`config.mk`:
```
export PLATFORM = sky130hd
export DESIGN_NAME = odometer_seq_ctrl
export DESIGN_NICKNAME = d
export VERILOG_FILES = /design/src/rtl/odometer_seq_ctrl.sv
export SDC_FILE = /design/constraint.sdc
export NUM_CORES = 1
export LEC_CHECK = 0
export BUFFER_PORTS_ARGS = -buffer_cell sky130_fd_sc_hd__buf_2
export CORE_ASPECT_RATIO = 1.1
export CORE_MARGIN = 8
export CORE_UTILIZATION = 45
export CTS_BUF_LIST = sky130_fd_sc_hd__clkbuf_4 sky130_fd_sc_hd__clkbuf_8
export DETAILED_ROUTE_END_ITERATION = 8
export GPL_ROUTABILITY_DRIVEN = 0
export GPL_TIMING_DRIVEN = 0
export HOLD_SLACK_MARGIN = 0.03
export PLACE_DENSITY = 0.76
export SLEW_MARGIN = 20
export SYNTH_ARGS = -nofsm -noshare
export SYNTH_HDL_FRONTEND = slang
export SYNTH_SLANG_ARGS = --single-unit
```
`constraint.sdc`:
```
create_clock -name CLK -period 3.7 [get_ports CLK]
set_input_delay 0.185 -clock CLK [delete_from_list [all_inputs] [get_ports CLK]]
set_output_delay 0.185 -clock CLK [all_outputs]
set_load 0.01 [all_outputs]
```
`src/rtl/odometer_seq_ctrl.sv`:
```
// Odometer stress/measure sequencer: runs LOAD-STRESS-TRIG-MEAS-CAPT-HOLD per selected rosc type.
// Optional macro ODOMETER_SEQ_TIMEOUT_EN enables the HOLD timeout that drops a result and sets OVERRUN.
module odometer_seq_ctrl #(
  parameter int unsigned STRESS_W = 16,
  parameter int unsigned MEAS_W   = 8
) (
  input  logic                CLK,
  input  logic                RESETB,
  input  logic                GO,
  input  logic                ABORT,
  input  logic [2:0]          TYPE_MASK,
  input  logic                AC_MODE,
  input  logic [STRESS_W-1:0] STRESS_CYC,
  input  logic [MEAS_W-1:0]   MEAS_CYC,
  input  logic [11:0]         BF_COUNT,
  output logic                LOAD,
  output logic                SEL_INV,
  output logic                SEL_NAND,
  output logic                SEL_NOR,
  output logic                START,
  output logic                AC_DC,
  output logic                MEAS_TRIG,
  output logic                BUSY,
  output logic                DONE,
  output logic                RES_VALID,
  input  logic                RES_READY,
  output logic [13:0]         RES_DATA,
  output logic                OVERRUN
);

  localparam int unsigned CNT_W  = (STRESS_W > MEAS_W) ? STRESS_W : MEAS_W;
  localparam int unsigned HOLD_W = 8;

  typedef enum logic [2:0] {
    ST_IDLE,
    ST_LOAD,
    ST_STRESS,
    ST_TRIG,
    ST_MEAS,
    ST_CAPT,
    ST_HOLD,
    ST_NEXT
  } state_e;

  state_e              state_q, state_d;
  logic [1:0]          cur_q, cur_d;
  logic [2:0]          rem_q, rem_d;
  logic                ac_mode_q, ac_mode_d;
  logic [STRESS_W-1:0] stress_q, stress_d;
  logic [MEAS_W-1:0]   meas_q, meas_d;
  logic [CNT_W-1:0]    cnt_q, cnt_d;

  logic                load_q, load_d;
  logic [2:0]          sel_q, sel_d;
  logic                start_q, start_d;
  logic                ac_dc_q, ac_dc_d;
  logic                meas_trig_q, meas_trig_d;
  logic                busy_q, busy_d;
  logic                done_q, done_d;
  logic                res_valid_q, res_valid_d;
  logic [13:0]         res_data_q, res_data_d;
  logic                overrun_q, overrun_d;
  logic                run_sel;

`ifdef ODOMETER_SEQ_TIMEOUT_EN
  logic [HOLD_W-1:0]   hold_cnt_q, hold_cnt_d;
`endif

  // Index of the lowest set mask bit; types run in ascending order.
  function automatic logic [1:0] low_idx(input logic [2:0] m);
    if (m[0])      low_idx = 2'd0;
    else if (m[1]) low_idx = 2'd1;
    else           low_idx = 2'd2;
  endfunction

  function automatic logic [2:0] type_onehot(input logic [1:0] t);
    type_onehot = 3'(3'b001 << t);
  endfunction

  always_comb begin
    state_d     = state_q;
    cur_d       = cur_q;
    rem_d       = rem_q;
    ac_mode_d   = ac_mode_q;
    stress_d    = stress_q;
    meas_d      = meas_q;
    cnt_d       = cnt_q;
    res_valid_d = res_valid_q;
    res_data_d  = res_data_q;
    overrun_d   = overrun_q;
    done_d      = 1'b0;
`ifdef ODOMETER_SEQ_TIMEOUT_EN
    hold_cnt_d  = hold_cnt_q;
`endif

    if (ABORT) begin
      state_d     = ST_IDLE;
      res_valid_d = 1'b0;
    end else begin
      case (state_q)
        ST_IDLE: begin
          if (GO && (TYPE_MASK != 3'b000)) begin
            ac_mode_d = AC_MODE;
            stress_d  = STRESS_CYC;
            meas_d    = MEAS_CYC;
            cur_d     = low_idx(TYPE_MASK);
            rem_d     = TYPE_MASK & ~type_onehot(low_idx(TYPE_MASK));
            overrun_d = 1'b0;
            state_d   = ST_LOAD;
          end
        end
        // Zero-length stress/measure requests are stretched to one cycle.
        ST_LOAD: begin
          cnt_d   = (stress_q == '0) ? CNT_W'(1) : CNT_W'(stress_q);
          state_d = ST_STRESS;
        end
        ST_STRESS: begin
          if (cnt_q == CNT_W'(1)) state_d = ST_TRIG;
          else                    cnt_d   = cnt_q - CNT_W'(1);
        end
        ST_TRIG: begin
          cnt_d   = (meas_q == '0) ? CNT_W'(1) : CNT_W'(meas_q);
          state_d = ST_MEAS;
        end
        ST_MEAS: begin
          if (cnt_q == CNT_W'(1)) state_d = ST_CAPT;
          else                    cnt_d   = cnt_q - CNT_W'(1);
        end
        ST_CAPT: begin
          res_data_d  = {cur_q, BF_COUNT};
          res_valid_d = 1'b1;
          state_d     = ST_HOLD;
`ifdef ODOMETER_SEQ_TIMEOUT_EN
          hold_cnt_d  = '0;
`endif
        end
        ST_HOLD: begin
          if (res_valid_q && RES_READY) begin
            res_valid_d = 1'b0;
            state_d     = ST_NEXT;
          end
`ifdef ODOMETER_SEQ_TIMEOUT_EN
          // 256th unacknowledged HOLD cycle: drop the result and move on.
          else if (hold_cnt_q == '1) begin
            res_valid_d = 1'b0;
            overrun_d   = 1'b1;
            state_d     = ST_NEXT;
          end else begin
            hold_cnt_d  = hold_cnt_q + HOLD_W'(1);
          end
`endif
        end
        ST_NEXT: begin
          if (rem_q != 3'b000) begin
            cur_d   = low_idx(rem_q);
            rem_d   = rem_q & ~type_onehot(low_idx(rem_q));
            state_d = ST_LOAD;
          end else begin
            done_d  = 1'b1;
            state_d = ST_IDLE;
          end
        end
        default: state_d = ST_IDLE;
      endcase
    end

    // Controls are decoded from the next state so they line up with the registered state.
    run_sel     = (state_d == ST_LOAD) || (state_d == ST_STRESS) ||
                  (state_d == ST_TRIG) || (state_d == ST_MEAS);
    sel_d       = run_sel ? type_onehot(cur_d) : 3'b000;
    load_d      = (state_d == ST_LOAD);
    start_d     = (state_d == ST_STRESS);
    meas_trig_d = (state_d == ST_TRIG);
    ac_dc_d     = run_sel && ac_mode_d;
    busy_d      = (state_d != ST_IDLE);
  end

  always_ff @(posedge CLK or negedge RESETB) begin
    if (!RESETB) begin
      state_q     <= ST_IDLE;
      cur_q       <= 2'd0;
      rem_q       <= 3'b000;
      ac_mode_q   <= 1'b0;
      stress_q    <= '0;
      meas_q      <= '0;
      cnt_q       <= '0;
      load_q      <= 1'b0;
      sel_q       <= 3'b000;
      start_q     <= 1'b0;
      ac_dc_q     <= 1'b0;
      meas_trig_q <= 1'b0;
      busy_q      <= 1'b0;
      done_q      <= 1'b0;
      res_valid_q <= 1'b0;
      res_data_q  <= 14'd0;
      overrun_q   <= 1'b0;
`ifdef ODOMETER_SEQ_TIMEOUT_EN
      hold_cnt_q  <= '0;
`endif
    end else begin
      state_q     <= state_d;
      cur_q       <= cur_d;
      rem_q       <= rem_d;
      ac_mode_q   <= ac_mode_d;
      stress_q    <= stress_d;
      meas_q      <= meas_d;
      cnt_q       <= cnt_d;
      load_q      <= load_d;
      sel_q       <= sel_d;
      start_q     <= start_d;
      ac_dc_q     <= ac_dc_d;
      meas_trig_q <= meas_trig_d;
      busy_q      <= busy_d;
      done_q      <= done_d;
      res_valid_q <= res_valid_d;
      res_data_q  <= res_data_d;
      overrun_q   <= overrun_d;
`ifdef ODOMETER_SEQ_TIMEOUT_EN
      hold_cnt_q  <= hold_cnt_d;
`endif
    end
  end

  assign LOAD      = load_q;
  assign SEL_INV   = sel_q[0];
  assign SEL_NAND  = sel_q[1];
  assign SEL_NOR   = sel_q[2];
  assign START     = start_q;
  assign AC_DC     = ac_dc_q;
  assign MEAS_TRIG = meas_trig_q;
  assign BUSY      = busy_q;
  assign DONE      = done_q;
  assign RES_VALID = res_valid_q;
  assign RES_DATA  = res_data_q;
  assign OVERRUN   = overrun_q;

endmodule
```
======== Word level (Yosys, flattened, before mapping) ========
Index checks and enable logic that the tools add are counted.
cells by class
  add/subtract/negate cells ............... 1
  eq/ne operators ......................... 16
  shifts and indexed selects .............. 3
  multiplexer cells ....................... 38
  bitwise gates (word level) .............. 5
  reduce and logical (&&, ||, !) cells .... 21
operator list
  kind                                                  number
  one-hot mux 16 bit (3 select lines)                   1
  2-to-1 mux 16 bit                                     2
  2-to-1 mux 2 bit                                      13
  2-to-1 mux 3 bit                                      8
  one-hot mux 3 bit (8 select lines)                    1
  equality test 16 x 1 -> 1 bit, second input constant  1
  logical NOT 16 bit                                    1
  subtractor 16 x 1 -> 16 bit, second input constant    1
  equality test 3 bit, second input constant            5
  nonzero test 3 bit                                    5
  equality test 3 x 2 -> 1 bit, second input constant   4
  2-to-1 mux 1 bit                                      9
  << shifter 1 x 2 -> 3 bit, first input constant       3
  logical NOT 8 bit                                     1
  2-to-1 mux 8 bit                                      1
  AND 3 bit                                             2
  equality test 3 x 1 -> 1 bit, second input constant   2
  != test 2 bit, second input constant                  3
  inverter 3 bit                                        2
  one-hot mux 3 bit (2 select lines)                    1
  AND reduction 3 bit                                   2
  one-hot mux 2 bit (2 select lines)                    1
  AND reduction 2 bit                                   2
  AND reduction 4 bit                                   1
  8 further kinds                                       12
word-level totals
  flip-flop bits (word level) ............. 73
  input bits .............................. 45
  output and inout port bits .............. 25
  logic and storage cells ................. 100

======== Depth between registers and ports, before layout ========
  word-level depth ........................ 10
  mapped depth ............................ 9

======== Worst setup path before layout ========
OpenSTA, ideal clock, no wires.
  path type ............................... register to register
  start point ............................. register cnt_q[1]
  end point ............................... register cnt_q[0]
  setup time .............................. 0.124 ns
  arrival ................................. 2.008 ns
  path slack .............................. 1.568 ns
  stages on the path, launching flop included .. 10
  path buffers ............................ 1
  clock period less this slack ............ 2.132 ns
  cells stage by stage .................... dfrtp_1 > inv_1 > ha_1 > or4b_1 > nor4_4 > a21oi_2 > o21ai_4 > buf_6 > nor3_1 > a211o_1
on the way
  cells in the longest elaborated chain, start to end .. 3
RTL lines
  item                           line      source
  from (decl)                    51        logic [CNT_W-1:0] cnt_q, cnt_d;
  from (signal assigned)         207       cnt_q <= cnt_d;
  equality test 16 x 1 -> 1 bit  118, 126
  != test 2 bit (no line)        --
  AND reduction 3 bit (no line)  --
No other way between the ends.
A chain may end at the register's enable or synchronous reset.

======== Final worst setup path ========
  start point ............................. register cnt_q[1]
  end point ............................... register sel_q[2]
on the way
  cells in the longest elaborated chain, start to end .. 9
  elaborated cells on any way between the ends .. 13
RTL lines
  item                                                                          line      source
  equality test 16 x 1 -> 1 bit *                                               118, 126
  2-to-1 mux 3 bit, on equally long branches                                    126, 118
  one-hot mux 3 bit (8 select lines) *                                          100       case (state_q)
  2-to-1 mux 3 bit *                                                            96        if (ABORT) begin
  equality test 3 x 1 -> 1 bit or equality test 3 x 2 -> 1 bit (tied branches)  168       run_sel = (state_d == ST_LOAD) || (state_d == ST_STRESS) ||
  logical OR 1 bit (2 in a row)                                                 168
  logical OR 1 bit *                                                            169       (state_d == ST_TRIG) || (state_d == ST_MEAS);
  2-to-1 mux 3 bit *                                                            170       sel_d = run_sel ? type_onehot(cur_d) : 3'b000;
  net sel_d[2]                                                                  54        logic [2:0] sel_q, sel_d;
  to (signal assigned)                                                          209       sel_q <= sel_d;
  to (decl)                                                                     54
Mark *: on every way through the listed nets, which the timed path passes. The rest lies on a longest branch.

==> qor.txt <==
Dpl cells = 491
Max_cap viols = 0
Setup TNS = 0 ns
Register area share after synthesis = 52.1%
Worst hold path class = input port to flip-flop
Syn Nets = 364
H-tree levels = 3
Layout Cells excl Fill = 508
Initial DRT Pass Iterations = 5
Post-synthesis cell count = 317
Post-synth top area cell = dfrtp_1
Number of global-route vias before repair = 2913
Post-synthesis cell area = 3510 um2
Worst path max stage delay = 0.48 ns
Die height = 109 um
PD cells = 834 nW/um2
Worst-path cell chain = inv_1 -> ha_1 -> or4b_1 -> nor4_4 -> nand2_1 -> nor4b_1 -> a211oi_2 -> nor3b_1
Die area = 10900 um2
Place WS = 1.37 ns
Area Growth Syn to Fin = 20.6%
Initial Util = 46.7%
Tcrit/Tclk final = 63.4%
I/O pin count = 70
Type of origin of the critical path = flip-flop
Initial antenna violation count = 0
VDD IR max = 0.370 mV
Starting DRT DRC Count = 362
Critical path fanouts, max = 5
Yosys warns = 0
Root Buffer = clkbuf_8
Dpl hpwl = 6180 um
Clock Path Buffers = 2
Main area contributors after synthesis = dfrtp_1, mux2_2, o21ai_0
Critical path class = flip-flop to flip-flop
Slack of the critical path = 1.35 ns
Most frequent cells in the layout = dfrtp_1, buf_2, mux2_2
Core area = 7510 um2
Antenna fix cells = 0
Final Core Density = 56.3%
RSZ-0062 raised after global routing = false
Crit end category = flip-flop
Nets = 445
TritonCTS Buffers = 9
Fmax = 0.426 GHz
Setup violations, final = 0
Avg Inst Size Synth = 11.1 um2
Pin count of the biggest net entering global routing = 46
Routed length per instance = 16.3 um
Post-synth ARST share = 100%
Top-area cell type share of the netlist area = 52.1%
Post_cts resized = 0
Slowest cell on the critical path = or4b_1
Antenna viol nets, final = 0
#FFs+latches synth = 73
Port Buffer Count = 68
Post-CTS Setup Inserts = 0
Multi-input gate area = 1550 um2
Detailed-route via count = 2843
GR Util All Layers = 15.9%
Register clock-pin slew on the reported worst setup and hold paths = 0.08 ns
CTS sink count = 73
Hold violation total from the final report = 0
First-pass GRT wire length = 13900 um
Skew-Pair Late Insertion Delay = 0.34 ns
Seq. cell area = 1830 um2
Fillers = 665
Fin. max-slew vios = 0
Top_reg_cell synth = dfrtp_1
Most common cell after layout, fill and taps aside = dfrtp_1
Slew HR = 53.2%
CP Data Arrival Time = 2.56 ns
Layout cells sized above 1 = 35.7%
Data required, critical path = 3.91 ns
Final WL = 8270 um
Die W = 100 um
Final min period = 2.35 ns
Yosys cell types = 56
Clock skew = 0.00679 ns
CTS tree = done
DRC = 0
Rows = 33
Leakage = 0.00194 uW
Worst-margin pin slew = 0.696 ns
Status = complete, no violations
Post-synth EDFFs = 0
Grt total ovfl = 0
Mean number of vias per cell = 5.60
==> metrics by stage <==
stage | hold WS [ns] | area, um2 | total power, uW
floorplan | -0.111 | 3510 | 2400
global placement | 0.416 | 3980 | 2780
detailed placement | 0.133 | 4000 | 2840
CTS | 0.0548 | 4230 | 3530
global route | 0.0531 | 4230 | 3770
finish | 0.0698 | 4230 | 3530
==> per-layer routing <==
metal	vias to the layer above	GRT usage (%)	part of all wire (%)
met5	-	0	0
met4	0	7.35	1.9
met3	14	3.53	5.8
met2	107	25.3	49
met1	1387	20.2	44
li1	1335	-	-
==> worst paths after layout <==
check / start / endpoint / slack, ns / cells after the start
worst max-delay path: cnt_q[1] / sel_q[2] / 1.35 / 8
worst max register to register: cnt_q[1] / sel_q[2] / 1.35 / 8
max in group asynchronous: RESETB / DONE / 2.85 / 3
min in group asynchronous: RESETB / cnt_q[7] / 0.31 / 2
worst min register to register: cnt_q[15] / cnt_q[15] / 0.49 / 1
worst min-delay path: STRESS_CYC[11] / stress_q[11] / 0.07 / 2
==> cell families (layout without fill, tap and decap cells) <==
family | Yosys count | after routing | synth area share (%)
adders and majority gates | 2 | 2 | 0.714
AOI/OAI and AO/OA | 80 | 80 | 15.2
other | 1 | 1 | 0.107
DFF | 73 | 73 | 52.1
muxes | 39 | 39 | 12.5
and+or+nand+nor | 96 | 96 | 15.2
buffers and inverters | 24 | 110 | 3.60
xor gates and xnor gates | 2 | 2 | 0.500
==> worst max-delay path, delay by kind of cell, from the launching register on <==
| family | cells | cell delay (ns) |
|---|---|---|
| AOI/OAI and AO/OA | 1 | 0.38 |
| adders and majority gates | 1 | 0.13 |
| DFF | 1 | 0.42 |
| and+or+nand+nor | 5 | 1.19 |
| buffers and inverters | 1 | 0.09 |
==> what timing repair did <==
action / 4_1_cts / 5_1_grt
hold buffers: 1 / 0
hold endpoints to repair: 28 / 0
setup endpoints to repair: 0 / 0
==> registers in the layout, summed over array words and instances, names as in the netlist <==
signal	flops
AC_DC	1
BUSY	1
DONE	1
LOAD	1
MEAS_TRIG	1
RES_DATA	14
RES_VALID	1
START	1
ac_mode_q	1
cnt_q	16
cur_q	2
meas_q	8
rem_q	3
sel_q	3
state_q	3
stress_q	16
==> cells in the mapped netlist (2+ instances only) <==
cell	number
dfrtp_1	73
mux2_2	39
o21ai_0	26
nand2_1	21
nor2_1	20
a21oi_1	15
nor3_1	11
clkbuf_1	8
nor4_1	8
inv_1	6
buf_2	5
nor2b_1	5
or3_1	5
a222oi_1	4
a22oi_1	4
nand2b_1	4
a31oi_1	3
and2_1	3
buf_6	3
o22ai_1	3
o31ai_1	3
or2_2	3
a211oi_1	2
a21boi_0	2
a221oi_1	2
a22o_1	2
a32oi_1	2
and3_1	2
buf_4	2
ha_1	2
nor3b_1	2
nor4b_1	2
or4_1	2
==> report_power, final <==
group	leakage, uW	internal, uW	switching [uW]
combinational	0.000925	650	771
clock	0.0000975	378	298
sequential	0.000918	1140	288
total	0.00194	2170	1360
==> cell type report <==
cell class	count	area share, %
sequential	73	43.2
tap	105	3.11
clock inverter	7	2.25
buffer	18	2.46
clock buffer	9	2.93
multi-input combinational	220	36.7
timing repair buffer	70	8.82
inverter	6	0.533
Note: power is estimated with default switching activity, not from simulation.
